$ cat src/rtl/box_drawer_pkg.sv
// Purpose: shared game constants, FSM state type and screen-bounds helper for the box painter.
// Latency: n/a (types, constants and a pure function only).
// Backpressure: n/a.
package box_drawer_pkg;

    // Visible VGA raster and colour depth used by the rocket, asteroid and erase paths
    localparam int SCREEN_W = 160;
    localparam int SCREEN_H = 120;
    localparam int COLOR_W  = 3;

    // Coordinate widths on the VGA adapter interface
    localparam int X_W = 8;
    localparam int Y_W = 7;

    typedef enum logic [1:0] {
        S_IDLE = 2'd0,
        S_DRAW = 2'd1,
        S_DONE = 2'd2
    } state_t;

    // Pixel coordinate sums carry one extra bit so a box hanging off the
    // right or bottom edge never wraps back onto column 0 or row 0.
    typedef struct packed {
        logic [X_W:0] x;
        logic [Y_W:0] y;
    } pix_sum_t;

    // Counter width for a box dimension; a 1-pixel side still needs one bit.
    function automatic int cnt_width(input int n);
        return (n > 1) ? $clog2(n) : 1;
    endfunction

    // True when the unwrapped pixel lies on the visible screen.
    function automatic logic on_screen(input pix_sum_t p);
        return (p.x < (X_W+1)'(SCREEN_W)) && (p.y < (Y_W+1)'(SCREEN_H));
    endfunction

endpackage

$ cat src/rtl/box_drawer.sv
// Purpose: paints a BOX_W x BOX_H filled rectangle into the VGA adapter, one pixel per cycle.
// Latency: first pixel 1 cycle after the accepted strobe, draw_done BOX_W*BOX_H+1 cycles after it.
// Backpressure: none downstream; strobes arriving while busy or on the draw_done cycle are dropped.
module box_drawer
    import box_drawer_pkg::*;
#(
    parameter int BOX_W = 8,
    parameter int BOX_H = 8
) (
    input  logic               clock,
    input  logic               reset,
    input  logic               draw,
    input  logic [X_W-1:0]     draw_x,
    input  logic [Y_W-1:0]     draw_y,
    input  logic [COLOR_W-1:0] iColor,
    output logic               draw_done,
    output logic [X_W-1:0]     oX,
    output logic [Y_W-1:0]     oY,
    output logic [COLOR_W-1:0] oColour,
    output logic               plot,
    output logic               busy
);

    localparam int COL_W = cnt_width(BOX_W);
    localparam int ROW_W = cnt_width(BOX_H);

    localparam logic [COL_W-1:0] COL_LAST = COL_W'(BOX_W - 1);
    localparam logic [ROW_W-1:0] ROW_LAST = ROW_W'(BOX_H - 1);

    state_t state_q;
    state_t state_d;

    // Position of the pixel currently presented on oX/oY
    logic [COL_W-1:0] col_q;
    logic [ROW_W-1:0] row_q;
    logic [COL_W-1:0] col_d;
    logic [ROW_W-1:0] row_d;

    // Request captured at acceptance so later input changes cannot disturb the box
    logic [X_W-1:0]     x_lat_q;
    logic [Y_W-1:0]     y_lat_q;
    logic [COLOR_W-1:0] c_lat_q;

    // Whether the registered pixel is on screen; gates plot
    logic vis_q;

    logic               accept;
    logic               last_pix;
    logic               advance;
    logic               load_pix;
    logic [X_W-1:0]     base_x;
    logic [Y_W-1:0]     base_y;
    logic [COLOR_W-1:0] base_c;
    pix_sum_t           pix_sum;

    // Handshake decode: accept only from idle, step until the last pixel is shown
    always_comb begin
        accept   = (state_q == S_IDLE) && draw;
        last_pix = (state_q == S_DRAW) && (col_q == COL_LAST) && (row_q == ROW_LAST);
        advance  = (state_q == S_DRAW) && !last_pix;
        load_pix = accept || advance;
    end

    // Next pixel: origin taken straight from the inputs on acceptance, from the latches afterwards
    always_comb begin
        base_x = x_lat_q;
        base_y = y_lat_q;
        base_c = c_lat_q;
        col_d  = col_q;
        row_d  = row_q;
        if (accept) begin
            base_x = draw_x;
            base_y = draw_y;
            base_c = iColor;
            col_d  = '0;
            row_d  = '0;
        end else if (advance) begin
            if (col_q == COL_LAST) begin
                col_d = '0;
                row_d = row_q + 1'b1;
            end else begin
                col_d = col_q + 1'b1;
            end
        end
        pix_sum.x = {1'b0, base_x} + (X_W+1)'(col_d);
        pix_sum.y = {1'b0, base_y} + (Y_W+1)'(row_d);
    end

    // Datapath registers: latches, counters and the registered VGA outputs
    always_ff @(posedge clock) begin
        if (reset) begin
            x_lat_q <= '0;
            y_lat_q <= '0;
            c_lat_q <= '0;
            col_q   <= '0;
            row_q   <= '0;
            oX      <= '0;
            oY      <= '0;
            oColour <= '0;
            vis_q   <= 1'b0;
        end else begin
            if (accept) begin
                x_lat_q <= draw_x;
                y_lat_q <= draw_y;
                c_lat_q <= iColor;
            end
            if (load_pix) begin
                col_q   <= col_d;
                row_q   <= row_d;
                oX      <= pix_sum.x[X_W-1:0];
                oY      <= pix_sum.y[Y_W-1:0];
                oColour <= base_c;
                vis_q   <= on_screen(pix_sum);
            end
        end
    end

    // State register
    always_ff @(posedge clock) begin
        if (reset) begin
            state_q <= S_IDLE;
        end else begin
            state_q <= state_d;
        end
    end

    // Next-state logic: idle -> draw on strobe, draw -> done after last pixel, done -> idle
    always_comb begin
        state_d = state_q;
        if (reset) begin
            state_d = S_IDLE;
        end else begin
            unique case (state_q)
                S_IDLE:  if (draw)     state_d = S_DRAW;
                S_DRAW:  if (last_pix) state_d = S_DONE;
                S_DONE:  state_d = S_IDLE;
                default: state_d = S_IDLE;
            endcase
        end
    end

    // Outputs decoded from state; plot and draw_done live in different states so never overlap
    always_comb begin
        busy      = (state_q != S_IDLE);
        draw_done = (state_q == S_DONE);
        plot      = (state_q == S_DRAW) && vis_q;
    end

endmodule

$ cat config.mk
export PLATFORM = sky130hd
export DESIGN_NAME = box_drawer
export DESIGN_NICKNAME = d
export VERILOG_FILES = /design/src/rtl/box_drawer_pkg.sv /design/src/rtl/box_drawer.sv
export SDC_FILE = /design/constraint.sdc
export NUM_CORES = 1
export LEC_CHECK = 0
export ABC_AREA = 1
export CAP_MARGIN = 20
export CORE_MARGIN = 2
export CORE_UTILIZATION = 47
export CTS_CLUSTER_SIZE = 25
export DETAILED_ROUTE_END_ITERATION = 6
export HOLD_SLACK_MARGIN = 0.05
export PLACE_DENSITY = 0.82
export SETUP_SLACK_MARGIN = 0.05
export SYNTH_ARGS = -nofsm -noshare
export SYNTH_HDL_FRONTEND = slang
export SYNTH_SLANG_ARGS = --single-unit
$ cat constraint.sdc
create_clock -name clock -period 2.65 [get_ports clock]
set_input_delay 0.265 -clock clock [delete_from_list [all_inputs] [get_ports clock]]
set_output_delay 0.265 -clock clock [all_outputs]
set_load 0.03 [all_outputs]
==> After elaboration in Yosys (flattened, before gate mapping) <==
Index checks and enable logic that the tools add are counted.
{ "totals": {"ff_bits": 45, "input_bits": 21, "output_inout_bits": 21} }
{ "classes": {"n_mux": 12, "eq_ne": 6, "magnitude_cmp": 2, "add_sub_neg": 4, "n_reduce_logical": 11} }
{ "op_table": {"columns": ["operator", "n"], "rows": [
  ["two-way mux 3 bit", 7],
  ["adder 8 x 3 -> 9 bit", 1],
  ["less-than comparator 9 x 8 -> 1 bit, second input constant", 1],
  ["adder 7 x 3 -> 8 bit", 1],
  ["less-than comparator 8 x 7 -> 1 bit, second input constant", 1],
  ["two-way mux 8 bit", 1],
  ["two-way mux 7 bit", 1],
  ["adder 3 x 1 -> 3 bit, second input constant", 2],
  ["== test 3 bit, second input constant", 2],
  ["logical AND 1 bit", 6],
  ["two-way mux 2 bit", 2],
  ["!= test 2 bit, second input constant", 2],
  ["case mux 2 bit (2 select lines)", 1],
  ["== test 2 x 1 -> 1 bit, second input constant", 1],
  ["== test 2 bit, second input constant", 1],
  ["zero test 2 bit", 1],
  ["AND reduction 2 bit", 1],
  ["nonzero test 2 bit", 1],
  ["zero test 1 bit", 1],
  ["logical OR 1 bit", 1]
]} }

==> Logic depth before layout (Yosys ltp) <==
Gate-level depths: netlist (run 1).
{ "logic_depth": {"word_depth": 10, "mapped_depth": 22, "depth_no_buf": 21} }

==> Least setup slack after synthesis (run 1) <==
OpenSTA, ideal clock, no wires.
{ "synth_timing": {"path_type": "flip-flop to flip-flop", "startpoint": "reg col_q[0]", "endpoint": "reg vis_q", "setup_slack_ns": 0.046, "arrival_ns": 2.534, "path_stages_with_launch": 23, "period_less_slack_ns": 2.604, "n_path_buf": 1, "path_cell_list": "dfxtp_1 ha_1 ha_1 nand2_1 nand2_1 nand2_1 inv_1 clkbuf_1 a22oi_1 inv_1 ha_1 nand2_1 inv_1 nand2_1 nand3_1 nand2_1 nor2_1 nand2_1 nand2_1 nand2_1 nand2_1 nand3_1 a21oi_1"} }
{ "synth_between": {"elab_chain_cells": 10, "word_cells_on_any_way": 18, "cone_classes": "add/sub: 3; order compare: 2; eq/ne: 1; mux: 6; reduce/logical: 6"} }
{ "synth_lines": {"columns": ["element", "line", "source"], "rows": [
  ["start, declared", "box_drawer.sv:34", "logic [COL_W-1:0] col_q;"],
  ["start signal, assigned", "box_drawer.sv:108", "col_q <= col_d;"],
  ["branches (longest 5 deep; another with adder 3 x 1 -> 3 bit)", null, null],
  ["two-way mux 3 bit (*)", "box_drawer.sv:77", "end else if (advance) begin"],
  ["two-way mux 3 bit (*)", "box_drawer.sv:71", "if (accept) begin"],
  ["net col_d[2]", "box_drawer.sv:36", "logic [COL_W-1:0] col_d;"],
  ["adder 8 x 3 -> 9 bit (*)", "box_drawer.sv:85", "pix_sum.x = {1'b0, base_x} + (X_W+1)'(col_d);"],
  ["less-than comparator 9 x 8 -> 1 bit (*)", "box_drawer_pkg.sv:35", "return (p.x < (X_W+1)'(SCREEN_W)) && (p.y < (Y_W+1)'(SCREEN_H));"],
  ["logical AND 1 bit (*)", "box_drawer_pkg.sv:35", null],
  ["end signal, assigned", "box_drawer.sv:113", "vis_q <= on_screen(pix_sum);"],
  ["end, declared", "box_drawer.sv:45", "logic vis_q;"]
]} }
Mark *: on every way through the listed nets, which the timed path passes.
A chain may end at the register's enable or synchronous reset.

==> Worst setup path after layout (run 1) <==
{ "layout_timing": {"startpoint": "reg col_q[1]", "endpoint": "reg oX[4]"} }
{ "layout_between": {"elab_chain_cells": 8, "word_cells_on_any_way": 11, "cone_classes": "add/sub: 2; eq/ne: 1; mux: 3; reduce/logical: 5"} }
{ "layout_lines": {"columns": ["element", "line", "source"], "rows": [
  ["== test 3 bit (*)", "box_drawer.sv:59, box_drawer.sv:78", null],
  ["logical AND 1 bit (2 in a row)", "box_drawer.sv:59", "last_pix = (state_q == S_DRAW) && (col_q == COL_LAST) && (row_q == ROW_LAST);"],
  ["zero test 1 bit", "box_drawer.sv:60", "advance = (state_q == S_DRAW) && !last_pix;"],
  ["logical AND 1 bit", "box_drawer.sv:60", null],
  ["two-way mux 3 bit (*)", "box_drawer.sv:77", null],
  ["two-way mux 3 bit (*)", "box_drawer.sv:71", null],
  ["net col_d[0]", "box_drawer.sv:36", null],
  ["adder 8 x 3 -> 9 bit (*)", "box_drawer.sv:85", null],
  ["end signal, assigned", "box_drawer.sv:110", "oX <= pix_sum.x[X_W-1:0];"],
  ["end, declared", "box_drawer.sv:17", "output logic [X_W-1:0] oX,"]
]} }
The timed path passes the listed nets; every way through them passes the cells marked *.

==> results of run 1 <==
stage by stage:
step | hold WS (ns) | util [%] | power, mW
final | 0.5001 | 68.72 | 1.704
after global routing | 0.5318 | 68.72 | 1.786
after CTS | 0.5043 | 65.15 | 1.701
after detailed placement | 0.4913 | 61.55 | 1.215
after global placement | 0.4736 | 61.55 | 1.207
after floorplan | 0.4267 | - | 1.034
cells in the final DEF, fill, tap and decap left out, drive strengths merged, types with 7 or more instances in the layout:
master and n:
clkdlybuf4s50 41, a21oi 11, buf 30, nor2 50, clkbuf 7, o21ai 26, nand2 65, nand3 17
dfxtp 45, inv 53, ha 10
state kept, by name, indices dropped and copies added (netlist names):
name	cells
x_lat_q	8
vis_q	1
y_lat_q	7
state_q	2
col_q	3
c_lat_q	3
row_q	3
oY	7
oColour	3
oX	8
worst paths after layout:
check                        start                  to  slack [ns]  cells after the start
min             vis_q$_SDFFE_PP0P_  vis_q$_SDFFE_PP0P_        0.50                      2
max          col_q[1]$_SDFFE_PP0P_  oX[4]$_SDFFE_PP0P_        0.06                     19
max reg2reg  col_q[1]$_SDFFE_PP0P_  oX[4]$_SDFFE_PP0P_        0.06                     19
min reg2reg     vis_q$_SDFFE_PP0P_  vis_q$_SDFFE_PP0P_        0.50                      2
critical path, cell delays in order, from the launching register on:
cell,delay (ns)
dfxtp_2,0.36
ha_4,0.14
ha_4,0.14
nand2_4,0.06
nand2_4,0.07
nand2_1,0.08
inv_2,0.11
a22oi_2,0.08
inv_2,0.08
ha_4,0.14
inv_1,0.05
fa_2,0.34
nor2_1,0.13
nor2_1,0.06
nor2_2,0.17
buf_4,0.14
buf_4,0.09
xor2_1,0.05
o21bai_1,0.13
inv_1,0.06
layout make-up:
cell class | count | area [µm²] | area share [%]
clock buffer | 7 | 96.34 | 2.988
clock inverter | 1 | 5.005 | 0.1552
inverter | 54 | 207.7 | 6.442
multi-input combinational | 209 | 1304 | 40.43
sequential | 45 | 908.4 | 28.17
tap | 54 | 67.56 | 2.095
timing repair buffer | 71 | 635.6 | 19.71
synth_stat cells, drive strengths merged:
cell	number	share of area, %
nand2	65	12
mux2i	3	1.3
clkinv	1	0.16
nand3	17	4.0
o21bai	4	1.3
a21oi	11	2.4
or2	3	0.83
xnor2	1	0.39
nor2	50	9.0
dfxtp	45	40
xor2	2	0.77
nand3b	3	0.99
fa	2	1.8
a22oi	3	0.99
clkbuf	7	1.2
nor4	3	0.83
buf	4	1.1
o21ai	26	6.1
ha	10	5.5
nor3	4	0.88
inv	53	8.8
o211ai	2	0.66
power by group through the flow:
stage                     sequential, mW  clock, mW  combinational, mW
after global placement             0.771          0              0.435
after detailed placement           0.772          0              0.443
after floorplan                    0.829          0              0.205
after global routing               0.765      0.509              0.512
final                              0.759      0.475              0.470
after CTS                          0.758      0.487              0.456
cell families after synthesis:
kind of cell | Yosys count | synth area share, %
AND/OR/NAND/NOR | 145 | 28.01
AO/OA/AOI/OAI | 46 | 11.45
flip-flops | 45 | 39.63
buffers and inverters | 65 | 11.17
XOR/XNOR | 3 | 1.156
adder cells (fa/ha/maj) | 12 | 7.265
multiplexers | 3 | 1.321
timing repair:
item | 4_1_cts | 5_1_grt
cloned | 0 | 0
hold buffers | 0 | 0
pin swaps | 4 | 18
gates resized for setup | 17 | 35
buffers inserted | 2 | 3
endpoints found under the setup margin | 6 | 10
per-layer routing:
layer  wire, µm  vias up  track usage (%)
met4        121        0            8.081
li1           -     1124                -
met2       2667       50            35.71
met1       2555      994            26.34
met3        260       12            4.390
met5          0        -                0
==> flow_summary.json, run 1 <==
{
  "outcome": "completed",
  "p_sw_share_pct": 31.38,
  "syn_area_per_cell_um2": 7.127,
  "synth_fp_nets": 352,
  "num_io_pins": 42,
  "drtIter0Drc": 148,
  "dp_hpwl_um": 3833,
  "comb_power_share_pct": 27.6,
  "cts_inserted_buffers": 5,
  "initial_core_util_pct": 48.45,
  "skew_ns": 0.006814,
  "wl_um": 5605,
  "placed_area_um2": 2888,
  "wire_per_inst_um": 12.71,
  "crit_arrival_ns": 2.79,
  "grt_max_degree": 31,
  "clockPowerShare_pct": 27.9,
  "vdd_drop_max_uv": 415.2,
  "crit_type": "reg -> reg",
  "die_h_um": 73.55,
  "filler_cell_count": 371,
  "cts_tree": "done",
  "drv_cap": 0,
  "layout.cells.non_filler": 441,
  "clk_latency_ns": 0.30,
  "syn_inst": 319,
  "post-route-worst-setup-slack_ns": 0.06076,
  "htreeDepth": 2,
  "finalHoldViolations": 0,
  "netlist-cell-type-count": 31,
  "die_w_um": 73.55,
  "ant_nets": 0,
  "root_buffer": "clkbuf_8",
  "viasPerCell": 4.943,
  "place_ws_ns": -0.1320,
  "final_max_slew_viol_count": 0,
  "p_seq_share_pct": 44.5,
  "stdcell_area_um2": 3224,
  "cts.path.max_buffers": 2,
  "grt-ovfl-total": 0,
  "antenna_found_initial": 0,
  "timing.fmax_mhz": 386.2,
  "min_path_type": "reg -> reg",
  "area_growth_pct": 41.83,
  "startpoint_type": "flip-flop",
  "globalplace.congestion": 0.8422,
  "worstPathMaxFanout": 4,
  "numPortBuffers": 41,
  "setup.worst_path.end_class": "flip-flop",
  "finalSetupViolCount": 0,
  "tns_ns": 0,
  "p_int_mw": 1.169,
  "ys_seq_area_share_pct": 39.63,
  "fin_crit_ns": 2.589,
  "syn_area_um2": 2273,
  "rsz0062_at_grt": "true",
  "dr.pass1.iters": 4,
  "nets": 419,
  "worst_pin_slew_ns": 0.5224,
  "placedCellCount": 428,
  "p_leak_nw": 1.533,
  "yosysWarnings": 0,
  "period_share_pct": 97.71,
  "core_um2": 4692,
  "clk_pin_slew_ns": 0.08,
  "ys_seq_elements": 45,
  "cp.required_ns": 2.85,
  "grt_pass1_vias": 2030,
  "clkSinkCount": 45,
  "fp-row-count": 25,
  "drcViolationCount": 0,
  "track_usage_pct": 21.15,
  "maxSlewHeadroom_pct": 65.14,
  "antenna_cells": 0,
  "grt_pass1_wl_um": 8721,
  "p_sw_uw": 534.8,
  "powerDensity_nw_per_um2": 528.5,
  "drive_gt1_share_pct": 22.74,
  "design.die.area_um2": 5410,
  "vias": 2180
}
Power figures use the tool's default switching activity.
==> run 2: changes to the inputs <==
- CORE_UTILIZATION: 47 -> 49
- CTS_BUF_LIST: not set -> sky130_fd_sc_hd__clkbuf_8
- PLACE_DENSITY: 0.82 -> 0.85
==> flow_summary.json, run 2 (synthesized netlist as in run 1, its figures left out) <==
{
  "outcome": "completed",
  "cp.required_ns": 2.84,
  "htreeDepth": 2,
  "fin_crit_ns": 2.607,
  "area_growth_pct": 48.93,
  "rsz0062_at_grt": "true",
  "initial_core_util_pct": 51.50,
  "met3_length_um": 306,
  "crit_family": "simple AND/OR/NAND/NOR gates",
  "fp-row-count": 24,
  "worstReg2RegStart": "col_q[0]$_SDFFE_PP0P_",
  "powerDensity_nw_per_um2": 538.0,
  "layout.cells.non_filler": 454,
  "nets": 434,
  "worstPathMaxFanout": 6,
  "drtIter0Drc": 238,
  "finalHoldViolations": 0,
  "placedCellCount": 422,
  "antenna_found_initial": 0,
  "crit_type": "reg -> reg",
  "finalSetupViolCount": 0,
  "multiInputGateArea_um2": 1329,
  "die_h_um": 72.12,
  "filler_cell_count": 292,
  "num_io_pins": 42,
  "setup.worst_path.end_class": "flip-flop",
  "clk_pin_slew_ns": 0.09,
  "crit_arrival_ns": 2.79,
  "cts_tree": "done",
  "wl_met1_um": 2857,
  "die_w_um": 72.12,
  "wire_per_inst_um": 14.58,
  "grt_max_degree": 31,
  "clkSinkCount": 45,
  "reg_top3": "oX: 8 flops, x_lat_q: 8 flops",
  "track_usage_pct": 23.98,
  "route.met2.wl_um": 3189,
  "min_path_type": "reg -> reg",
  "dp_hpwl_um": 3841,
  "tns_ns": 0,
  "vdd_drop_max_uv": 418.4,
  "vias": 2361,
  "layout_commonest_cell": "nand2_1",
  "final_util_pct": 76.70,
  "core_um2": 4414,
  "worst_pin_slew_ns": 0.4711,
  "p_leak_nw": 1.626,
  "startpoint_type": "flip-flop",
  "grt_pass1_vias": 2222,
  "crit_chain": "ha_4 -> ha_4 -> nand2_4 -> nand2_4 -> inv_4 -> nand2_8 -> nor2_4 -> nor3_4 -> ha_2 -> fa_2 -> nand2_2 -> nand2_2 -> buf_4 -> nand3_1 -> nand3_1 -> nor2_1 -> nand2_1 -> nand3_2 -> a21oi_2",
  "period_share_pct": 98.37,
  "design.die.area_um2": 5201,
  "dr.pass1.iters": 5,
  "numPortBuffers": 41,
  "ant_nets": 0,
  "root_buffer": "clkbuf_8",
  "min_from": "c_lat_q[1]$_SDFF_PP0_",
  "globalplace.congestion": 0.8957,
  "clk_latency_ns": 0.31,
  "wl_um": 6619,
  "cts.path.max_buffers": 2,
  "timing.fmax_mhz": 383.6,
  "antenna_cells": 0,
  "maxSlewHeadroom_pct": 68.56,
  "drv_cap": 0,
  "path_buf_inv": 2,
  "grt_pass1_wl_um": 9770,
  "cpPeakStageDelay_ns": 0.40,
  "skew_ns": 0.01017,
  "cts_inserted_buffers": 5,
  "grt-ovfl-total": 0,
  "regArea_um2": 908.4,
  "drcViolationCount": 0,
  "layout_common_cells": "nand2_1, inv_1, buf_4",
  "final_max_slew_viol_count": 0,
  "drive_gt1_share_pct": 26.87,
  "viasPerCell": 5.200,
  "crit_slowest_cell": "fa_2",
  "dr.max_layer_used": "met4",
  "hold_buffers": 0,
  "crit_start": "col_q[0]$_SDFFE_PP0P_"
}
run 2: final cells by class:
type,instances,area share (%)
multi-input combinational,209,39.25
sequential,45,26.83
timing repair buffer,86,22.32
inverter,54,6.282
clock buffer,5,2.033
tap,52,1.922
clock inverter,3,1.367
run 2: stage by stage:
step	hold slack (ns)	area, µm²	power (mW)	setup WS [ns]
6_report	0.5076	3386	1.822	0.04307
5_1_grt	0.5515	3386	1.894	-0.09018
4_1_cts	0.5126	3153	1.774	0.04283
3_5_place_dp	0.4914	2855	1.206	-0.1869
3_3_place_gp	0.4723	2855	1.197	-0.1281
2_1_floorplan	0.4267	2275	1.034	0.07731
run 2: repair_timing:
action / in CTS / in global routing
pin swaps: 8 / 32
setup buffers: 15 / 10
setup endpoints to repair: 7 / 11
gates resized for setup: 24 / 38
gates cloned: 0 / 0
run 2: power breakdown:
part / internal [mW] / leakage [nW] / total, mW / switching [mW]
Combinational: 0.229 / 1.20 / 0.523 / 0.294
Sequential: 0.732 / 0.373 / 0.761 / 0.0283
Clock: 0.282 / 0.0543 / 0.538 / 0.256
Total: 1.24 / 1.63 / 1.82 / 0.578
run 2: path summary, 6_finish.rpt:
| check | end | slack (ns) | cells after the start |
|---|---|---|---|
| setup / recovery | vis_q$_SDFFE_PP0P_ | 0.04 | 19 |
| hold / removal | c_lat_q[1]$_SDFF_PP0_ | 0.51 | 2 |
| setup reg to reg | vis_q$_SDFFE_PP0P_ | 0.04 | 19 |
| hold reg to reg | c_lat_q[1]$_SDFF_PP0_ | 0.51 | 2 |
run 2: worst min-delay path: cells and delay by family, from the launching register on:
| family | cells | cell delay (ns) |
|---|---|---|
| flip-flops | 1 | 0.32 |
| AND/OR/NAND/NOR | 1 | 0.08 |
| multiplexers | 1 | 0.08 |
run 2: layer usage:
layer,up-vias,global-route usage [%]
met5,-,0
met4,0,11.32
met3,29,4.167
met2,79,40.67
met1,1100,29.48
li1,1153,-
==> run 3: changes to the inputs <==
- ABC_AREA: 1 -> not set
- CORE_UTILIZATION: 49 -> 48
- PLACE_DENSITY: 0.85 -> 0.84
==> flow_summary.json, run 3 <==
{
  "outcome": "finished with violations",
  "violations": "negative setup slack",
  "ys_seq_elements": 45,
  "period_share_pct": 102.1,
  "num_io_pins": 42,
  "grt-ovfl-total": 0,
  "grt_pass1_vias": 2002,
  "layout_common_cells": "nand2_1, clkdlybuf4s50_1, dfxtp_1",
  "place_ws_ns": -0.2952,
  "dp_hpwl_um": 3887,
  "viasPerCell": 5.517,
  "initial_core_util_pct": 50.09,
  "area_growth_pct": 44.27,
  "post-synth-top-count-cell": "nand2_1",
  "maxSlewHeadroom_pct": 64.52,
  "root_buffer": "clkbuf_8",
  "yosysWarnings": 0,
  "drive_gt1_share_pct": 26.30,
  "worstPathMaxFanout": 4,
  "wire_per_inst_um": 15.62,
  "crit_chain": "ha_4 -> ha_4 -> a21oi_4 -> nor2_4 -> a22oi_2 -> inv_1 -> ha_1 -> a21o_1 -> a21oi_2 -> nand2b_4 -> mux2_4 -> o22ai_2 -> o21ai_1",
  "rsz0062_at_grt": "true",
  "cp_common_cell": "ha_4",
  "ant_nets": 0,
  "fp-row-count": 24,
  "yosys.area.top_type_share_pct": 41.03,
  "nets": 359,
  "syn_area_per_cell_um2": 8.544,
  "clk_latency_ns": 0.30,
  "final_max_slew_viol_count": 0,
  "crit_arrival_ns": 2.89,
  "syn_area_um2": 2196,
  "netlist-cell-type-count": 42,
  "post-route-worst-setup-slack_ns": -0.05433,
  "regArea_um2": 909.6,
  "synth_commonest_cells": "nand2_1, dfxtp_1, a21oi_1",
  "powerDensity_nw_per_um2": 496.0,
  "synth-edff-count": 0,
  "antenna_found_initial": 0,
  "finalHoldViolations": 0,
  "final_util_pct": 72.26,
  "hold_buffers": 0,
  "syn_inst": 257,
  "synthTopCellsByArea": "dfxtp_1, nand2_1, a21oi_1",
  "drv_cap": 0,
  "synthFlopType": "dfxtp_1",
  "min_path_type": "reg -> reg",
  "synth_fp_nets": 290,
  "wl_um": 5919,
  "numPortBuffers": 41,
  "p_leak_nw": 1.299,
  "async_reset_ff_share_pct": 0,
  "die_w_um": 71.64,
  "filler_cell_count": 307,
  "cp.required_ns": 2.84,
  "htreeDepth": 2,
  "finalSetupViolCount": 1,
  "core_um2": 4384,
  "die_h_um": 71.64,
  "multiInputGateArea_um2": 1430,
  "design.die.area_um2": 5132,
  "setup.worst_path.end_class": "flip-flop",
  "startpoint_type": "flip-flop",
  "drtIter0Drc": 132,
  "reg_top3": "oX: 8 flops, x_lat_q: 8 flops",
  "worst_pin_slew_ns": 0.5306,
  "crit_slowest_cell": "dfxtp_2",
  "fin_crit_ns": 2.704,
  "vdd_drop_max_uv": 359.8,
  "layout_commonest_cell": "nand2_1",
  "skew_ns": 0.005963,
  "clkSinkCount": 45,
  "grt_max_degree": 20,
  "cts.path.max_buffers": 2,
  "drcViolationCount": 0,
  "yosys.area.top_type": "dfxtp_1",
  "cpPeakStageDelay_ns": 0.35,
  "dr.pass1.iters": 5,
  "p_total_mw": 1.571,
  "track_usage_pct": 21.98,
  "vias": 2091,
  "globalplace.congestion": 0.8876,
  "cts_tree": "done",
  "ys_seq_area_share_pct": 41.03,
  "grt_pass1_wl_um": 8983,
  "timing.fmax_mhz": 369.8,
  "crit_type": "reg -> reg",
  "clk_pin_slew_ns": 0.09,
  "antenna_cells": 0,
  "cts_inserted_buffers": 5
}
run 3: cell types whose count changed after synthesis, moves of 4 or more:
cell      previous run  this run
a211oi_1             0         4
a21oi_1             11        28
inv_1               53         3
mux2_2               0         4
mux2i_1              3        12
nand2_1             62        49
nand3_1             16         8
nor2_1              45        25
nor2_2               4         0
nor2b_1              0         5
o21ai_0             23         4
o21bai_1             4         0
xnor2_1              1         6
run 3: through the flow:
stage / std cells / hold slack, ns / area (µm²) / TNS (ns)
after floorplan: 257 / 0.4215 / 2296 / 0
after global placement: 364 / 0.4397 / 2903 / -1.159
after detailed placement: 364 / 0.4465 / 2903 / -1.549
after CTS: 375 / 0.4583 / 3063 / 0
after global routing: 379 / 0.4788 / 3168 / -0.3228
final: 379 / 0.4544 / 3168 / -0.05433
run 3: critical path: cells and delay by family, from the launching register on:
| kind | cells | cell delay (ns) |
|---|---|---|
| multiplexers | 1 | 0.30 |
| flip-flops | 1 | 0.35 |
| adder cells (fa/ha/maj) | 3 | 0.60 |
| AO/OA/AOI/OAI | 6 | 1.02 |
| buffers and inverters | 1 | 0.08 |
| AND/OR/NAND/NOR | 2 | 0.24 |
run 3: report_power, final:
group | internal (mW) | total (mW) | switching (mW) | leakage, nW
registers | 0.721 | 0.747 | 0.0264 | 0.371
logic | 0.187 | 0.400 | 0.213 | 0.883
clock network | 0.182 | 0.424 | 0.242 | 0.0439
total | 1.09 | 1.57 | 0.481 | 1.30
run 3: timing repair:
action | 4_1_cts | 5_1_grt
setup buffers | 3 | 4
setup endpoints to repair | 7 | 7
pin swaps | 6 | 9
gates resized for setup | 11 | 17
run 3: per-layer routing:
metal,GRT usage [%],vias up,routed length [µm]
met5,0,-,0
met4,6.080,0,108
met3,5.345,12,322
met2,37.86,71,3072
met1,27.43,992,2415
li1,-,1016,-
run 3: logic make-up (layout without fill, tap and decap cells):
group / after synthesis / in the layout / share of synthesized area (%)
flops: 45 / 45 / 41.03
mux: 18 / 18 / 8.832
fa+ha+maj: 12 / 12 / 7.521
compound gates: 48 / 48 / 12.65
simple gates: 109 / 109 / 22.85
buf+inv: 16 / 86 / 3.533
xor+xnor: 9 / 9 / 3.590
run 3: worst paths after layout:
kind                              start            endpoint  slack, ns  cells past startpoint
setup / recovery  col_q[1]$_SDFFE_PP0P_  vis_q$_SDFFE_PP0P_      -0.05                     13
hold / removal       oX[5]$_SDFFE_PP0P_  oX[5]$_SDFFE_PP0P_       0.45                      2
setup reg to reg  col_q[1]$_SDFFE_PP0P_  vis_q$_SDFFE_PP0P_      -0.05                     13
hold reg to reg      oX[5]$_SDFFE_PP0P_  oX[5]$_SDFFE_PP0P_       0.45                      2
run 3: area by class of cell:
cell class	instances	area share, %
tap	52	2.054
multi-input combinational	196	45.14
inverter	3	0.3555
clock inverter	3	0.5529
sequential	45	28.71
clock buffer	5	2.172
timing repair buffer	75	21.01
